===== config.mk =====
export PLATFORM = sky130hd
export DESIGN_NAME = rob_reclaim_queue
export DESIGN_NICKNAME = d
export VERILOG_FILES = /design/src/rtl/rob_reclaim_queue.sv
export SDC_FILE = /design/constraint.sdc
export NUM_CORES = 1
export LEC_CHECK = 0
export ABC_AREA = 1
export CAP_MARGIN = 20
export CORE_UTILIZATION = 25
export CTS_BUF_LIST = sky130_fd_sc_hd__clkbuf_8
export DETAILED_ROUTE_END_ITERATION = 12
export GPL_ROUTABILITY_DRIVEN = 0
export SLEW_MARGIN = 20
export SYNTH_ARGS = -nofsm -noshare
export SYNTH_HDL_FRONTEND = slang
export SYNTH_SLANG_ARGS = --single-unit

===== constraint.sdc =====
create_clock -name clock -period 3.65 [get_ports clock]
set_input_delay 0.5475 -clock clock [delete_from_list [all_inputs] [get_ports clock]]
set_output_delay 0.5475 -clock clock [all_outputs]
set_load 0.005 [all_outputs]

===== src/rtl/rob_reclaim_queue.sv =====
// rob_reclaim_queue: in-order reclaim queue behind register rename.
// Each entry holds {has_dest, arch_dest, new_preg, old_preg}.
// When the head entry commits, its old preg goes back to the free list.
// When the pipeline is flushed, the entries are walked from youngest to oldest,
// and each squashed new preg goes back to the free list.
// Optional feature macro: RECLAIM_STATS_EN (commit/squash event counters).
module rob_reclaim_queue #(
  parameter int DEPTH  = 16,
  parameter int PREG_W = 5,
  parameter int AREG_W = 5
) (
  input  logic                       clock,
  input  logic                       reset,
  input  logic                       dispatch_valid,
  output logic                       dispatch_ready,
  input  logic                       dispatch_has_dest,
  input  logic [AREG_W-1:0]          dispatch_arch_dest,
  input  logic [PREG_W-1:0]          dispatch_new_preg,
  input  logic [PREG_W-1:0]          dispatch_old_preg,
  output logic [$clog2(DEPTH)-1:0]   dispatch_tag,
  input  logic                       complete_valid,
  input  logic [$clog2(DEPTH)-1:0]   complete_tag,
  input  logic                       flush,
  output logic                       commit_valid,
  output logic [AREG_W-1:0]          commit_arch_dest,
  output logic [PREG_W-1:0]          commit_new_preg,
  output logic                       return_flag,
  output logic [PREG_W-1:0]          return_reg,
  output logic                       walking
`ifdef RECLAIM_STATS_EN
  ,
  output logic [31:0]                stat_commits,
  output logic [31:0]                stat_squashes
`endif
);

  localparam int TAG_W = $clog2(DEPTH);
  localparam logic [TAG_W-1:0] PTR_ONE  = {{(TAG_W-1){1'b0}}, 1'b1};
  localparam logic [TAG_W:0]   CNT_ONE  = {{TAG_W{1'b0}}, 1'b1};
  localparam logic [TAG_W:0]   CNT_ZERO = {(TAG_W+1){1'b0}};
  localparam logic [TAG_W:0]   CNT_FULL = (TAG_W+1)'(DEPTH);

  typedef enum logic [0:0] {RUN = 1'b0, WALK = 1'b1} state_t;

  state_t              state_r, state_nxt_s;
  logic [TAG_W-1:0]    head_r, tail_r, walk_idx_s;
  logic [TAG_W:0]      count_r, count_nxt_s;
  logic [DEPTH-1:0]    valid_r, done_r, has_dest_r;
  logic [AREG_W-1:0]   arch_r [DEPTH];
  logic [PREG_W-1:0]   new_r  [DEPTH];
  logic [PREG_W-1:0]   old_r  [DEPTH];
  logic                run_s, full_s;
  logic                dispatch_fire_s, commit_fire_s, walk_fire_s, complete_fire_s;

  // Handshake/commit/return outputs and the per-cycle event strobes.
  always_comb begin
    run_s            = (state_r == RUN);
    full_s           = (count_r == CNT_FULL);
    walk_idx_s       = tail_r - PTR_ONE;
    dispatch_ready   = run_s && !full_s;
    dispatch_tag     = tail_r;
    // Flush wins over commit, and no retirement is reported while reset is held.
    commit_valid     = !reset && run_s && valid_r[head_r] && done_r[head_r] && !flush;
    commit_arch_dest = arch_r[head_r];
    commit_new_preg  = new_r[head_r];
    walking          = !run_s;
    dispatch_fire_s  = dispatch_valid && dispatch_ready && !flush;
    commit_fire_s    = commit_valid;
    walk_fire_s      = !run_s && (count_r != CNT_ZERO);
    complete_fire_s  = complete_valid && run_s && !flush && valid_r[complete_tag];
    if (run_s) begin
      return_flag = commit_valid && has_dest_r[head_r];
      return_reg  = old_r[head_r];
    end else begin
      return_flag = !reset && walk_fire_s && has_dest_r[walk_idx_s];
      return_reg  = new_r[walk_idx_s];
    end
  end

  // Next occupancy and next state; a walk step always removes the youngest entry.
  always_comb begin
    count_nxt_s = count_r;
    state_nxt_s = state_r;
    if (walk_fire_s) begin
      count_nxt_s = count_r - CNT_ONE;
    end else if (dispatch_fire_s && !commit_fire_s) begin
      count_nxt_s = count_r + CNT_ONE;
    end else if (!dispatch_fire_s && commit_fire_s) begin
      count_nxt_s = count_r - CNT_ONE;
    end else begin
      count_nxt_s = count_r;
    end
    case (state_r)
      RUN: begin
        if (flush && (count_r != CNT_ZERO)) begin
          state_nxt_s = WALK;
        end else begin
          state_nxt_s = RUN;
        end
      end
      WALK: begin
        if (count_r <= CNT_ONE) begin
          state_nxt_s = RUN;
        end else begin
          state_nxt_s = WALK;
        end
      end
      default: state_nxt_s = RUN;
    endcase
  end

  // State, pointers and occupancy registers.
  always_ff @(posedge clock) begin
    if (reset) begin
      state_r <= RUN;
      head_r  <= {TAG_W{1'b0}};
      tail_r  <= {TAG_W{1'b0}};
      count_r <= CNT_ZERO;
    end else begin
      state_r <= state_nxt_s;
      count_r <= count_nxt_s;
      if (commit_fire_s) begin
        head_r <= head_r + PTR_ONE;
      end
      if (walk_fire_s) begin
        tail_r <= walk_idx_s;
      end else if (dispatch_fire_s) begin
        tail_r <= tail_r + PTR_ONE;
      end
    end
  end

  // Entry array: clear on walk/commit, fill on dispatch, mark done on complete.
  always_ff @(posedge clock) begin
    if (reset) begin
      valid_r    <= {DEPTH{1'b0}};
      done_r     <= {DEPTH{1'b0}};
      has_dest_r <= {DEPTH{1'b0}};
      for (int i = 0; i < DEPTH; i++) begin
        arch_r[i] <= {AREG_W{1'b0}};
        new_r[i]  <= {PREG_W{1'b0}};
        old_r[i]  <= {PREG_W{1'b0}};
      end
    end else begin
      for (int i = 0; i < DEPTH; i++) begin
        if (walk_fire_s && (walk_idx_s == TAG_W'(i))) begin
          valid_r[i] <= 1'b0;
          done_r[i]  <= 1'b0;
        end else if (commit_fire_s && (head_r == TAG_W'(i))) begin
          valid_r[i] <= 1'b0;
          done_r[i]  <= 1'b0;
        end else if (dispatch_fire_s && (tail_r == TAG_W'(i))) begin
          valid_r[i]    <= 1'b1;
          done_r[i]     <= 1'b0;
          has_dest_r[i] <= dispatch_has_dest;
          arch_r[i]     <= dispatch_arch_dest;
          new_r[i]      <= dispatch_new_preg;
          old_r[i]      <= dispatch_old_preg;
        end else if (complete_fire_s && (complete_tag == TAG_W'(i))) begin
          done_r[i] <= 1'b1;
        end
      end
    end
  end

`ifdef RECLAIM_STATS_EN
  // Event counters: retired instructions and squashed entries, wrapping at 2^32.
  always_ff @(posedge clock) begin
    if (reset) begin
      stat_commits  <= 32'd0;
      stat_squashes <= 32'd0;
    end else begin
      if (commit_fire_s) begin
        stat_commits <= stat_commits + 32'd1;
      end
      if (walk_fire_s) begin
        stat_squashes <= stat_squashes + 32'd1;
      end
    end
  end
`endif

endmodule


==> reports/results.tsv <==
stage	metric	value	unit
critical_path	Worst path max stage delay	0.53	ns
critical_path	Critical Path Sink Type	output pin	
critical_path	Worst Path Required	3.10	ns
critical_path	CP max stage cell	clkdlybuf4s50_1	
global_route	first-pass GRT wire length	73900	um
global_route	antenna violations before repair	0	
logic_synthesis	post-synthesis sequential area ratio	56.2	%
drt	drt total wl	49200	um
finish	Register Area	8540	um^2
global_route	met1 usage	21.1	%
floorplanning	total die area	61700	um^2
floorplanning	Initial Utilization	25.5	%
logic_synthesis	Netlist cell types	41	
logic_synthesis	Syn Std Cell Area	15200	um^2
worst_hold_path	Hold Crit Class	reg2reg	
logic_synthesis	number of flops mapped to enable cells by yosys	240	
drt	WL/cell	19.2	um
drt	Antenna Nets Post-Route	0	
global_route	largest net degree at the start of global routing	121	
clock_network	CTS tree	built	
finish	post-route cell area	17700	um^2
logic_synthesis	net count after synthesis	1728	
logic_synthesis	predominant post-synthesis flop cell	edfxtp_1	
finish	Multi-input gate area	5730	um^2
finish	most frequent cells in the layout	nor2_1, edfxtp_1, o21ai_0, nand2_1, inv_1	
clock_network	H-Tree Depth	2	
logic_synthesis	ys async rst share	0	%
finish	Fillers	6242	
timing	Tcrit/Tclk final	96.4	%
clock_network	Root Buffer	clkbuf_8	
drt	TritonRoute pass-1 iters	6	
placed_design	DP Area	16600	um^2
floorplanning	core area	59500	um^2
timing	max-slew violations	0	
global_route	grt met3 use	2.59	%
critical_path	critical path launch point type	register	
pwr	Leak Pwr	6.52	nW
global_route	met2 Track Usage GR	25.4	%
clock_network	clock buffer depth	3	
placed_design	Port Buffers	47	
timing	final setup vio count	0	
pwr	Pwr Density	584	nW/um^2
finish	final net count	1791	
timing	highest clock rate	284	MHz
global_route	grt ovf	0	
timing	crit path time final	3.52	ns
clock_network	number of clock sinks	306	
drt	Vias	13000	
clock_network	total CTS buffers	53	
timing	Slew headroom	47.7	%
pwr	VDD IR max	0.371	mV
floorplanning	I/O Pins	48	
clock_network	Clk Latency, worst-skew pair	0.61	ns
logic_synthesis	flops & latches, synth	306	
finish	Area Growth Syn to Fin	16.9	%
drt	Via density	5.06	
run	number of max-cap violations	0	
drt	# DRC	0	
timing	setup TNS	0	ns
clock_network	Hold Buf Count CTS	0	
critical_path	worst-path fanout max	10	
global_route	all-layer global routing usage	15.8	%
floorplanning	Row Count	89	
run_status	status	finished, final reports clean	
timing	Worst-Margin Slew	0.784	ns
global_route	vias in the first global route	12500	
logic_synthesis	syn_area_per_cell	8.98	um^2
drt	Initial DRC Count	1321	
finish	Inserted Diodes	0	
critical_path	Setup Crit Path Kind	reg2out	
finish	layout cells sized above 1	10.9	%
worst_hold_path	hold depth	2	
timing	Final Hold Vio Count	0	
critical_path	crit path cell chain	inv_2 > buf_4 > nand3_2 > xor2_2 > buf_4 > nand2_1 > inv_4 > nand2_1 > nand3_1 > o21a_1 > clkdlybuf4s50_1	
clock_network	Reg clk slew, reported paths	0.06	ns
logic_synthesis	Syn. warnings	0	
timing	Worst Skew	0.0335	ns
critical_path	reg2reg path depth	14	
global_route	GR peak layer	met2	
finish	commonest non-fill, non-tap cell in the layout	nor2_1	
critical_path	CP arrival	2.97	ns
logic_synthesis	Cells after Synth	1689	
floorplanning	Die Y	248	um
floorplanning	die width	248	um
placed_design	HPWL after detailed placement	30700	um
==> through the flow <==
stage | instances | power [mW] | setup WS (ns) | utilization (%) | hold slack [ns]
6_report | 2566 | 10.4 | 0.133 | 29.8 | 0.449
3_3_place_gp | 2464 | 7.24 | 0.233 | 27.9 | 0.433
3_5_place_dp | 2464 | 7.26 | 0.242 | 27.9 | 0.438
2_1_floorplan | 1689 | 5.99 | 0.570 | - | 0.422
4_1_cts | 2560 | 10.2 | 0.00297 | 29.6 | 0.446
5_1_grt | 2566 | 10.8 | -0.00990 | 29.8 | 0.473
==> synthesized netlist by cell type, types with 19 or more instances <==
cell | number | area (um^2)
nor2_1 | 387 | 1450
edfxtp_1 | 240 | 7210
o21ai_0 | 194 | 971
nand2_1 | 174 | 653
inv_1 | 130 | 488
nand3_1 | 106 | 531
a21oi_1 | 76 | 380
clkbuf_1 | 76 | 285
dfxtp_1 | 66 | 1320
o221ai_1 | 44 | 385
o22ai_1 | 32 | 200
o211ai_1 | 20 | 150
a31oi_1 | 19 | 119
==> power breakdown <==
group / internal, mW / total (mW) / switching, mW
clock network: 1.36 / 2.79 / 1.43
registers: 4.05 / 4.20 / 0.157
logic: 1.19 / 3.36 / 2.17
==> critical path, delay by kind of cell (launching register included) <==
family | cells | cell delay, ns
buffers and inverters | 5 | 1.12
AO/OA/AOI/OAI | 1 | 0.21
AND/OR/NAND/NOR | 4 | 0.48
flip-flops | 1 | 0.33
XOR/XNOR | 1 | 0.23
==> layer usage <==
layer | wire, um | part of all wire [%]
met1 | 20900 | 42
met2 | 22400 | 46
met3 | 4080 | 8.3
met4 | 1780 | 3.6
met5 | 0 | 0
==> cell families after synthesis <==
family                   Yosys count  share of synthesized area, %
AO/OA/AOI/OAI                    394                          15.0
XOR/XNOR                          10                         0.577
buffers and inverters            238                          6.74
adder cells (fa/ha/maj)           14                          1.15
flip-flops                       306                          56.2
AND/OR/NAND/NOR                  727                          20.3
==> state kept, by name, summed over array words and instances, names as in the netlist, named ones only <==
signal	flops
done_r	16
walking	1
old_r	80
dispatch_tag	4
arch_r	80
valid_r	16
has_dest_r	16
head_r	4
count_r	5
new_r	80
==> worst paths after layout <==
| path | slack, ns | end | start |
|---|---|---|---|
| setup / recovery | 0.13 | return_reg[4] | dispatch_tag[0] |
| setup reg to reg | 0.87 | old_r[8][1] | head_r[1] |
| hold reg to reg | 0.45 | done_r[4] | done_r[4] |
| hold / removal | 0.45 | done_r[4] | done_r[4] |
==> repair_timing <==
item                       4_1_cts  5_1_grt
cloned                           0        1
resized for setup               24       15
hold endpoints to repair         0        0
setup endpoints to repair        7        5
pin swaps                        1        4
setup buffers                    0        5
==> area by class of cell <==
type	count	area share (%)
Clock inverter	43	1.10
Timing Repair Buffer	110	5.86
Clock buffer	53	4.11
Sequential cell	306	48.2
Inverter	136	3.03
Multi-Input combinational cell	1145	32.3
Tap cell	773	5.45
No activity file was read; power rests on OpenSTA's default activity.
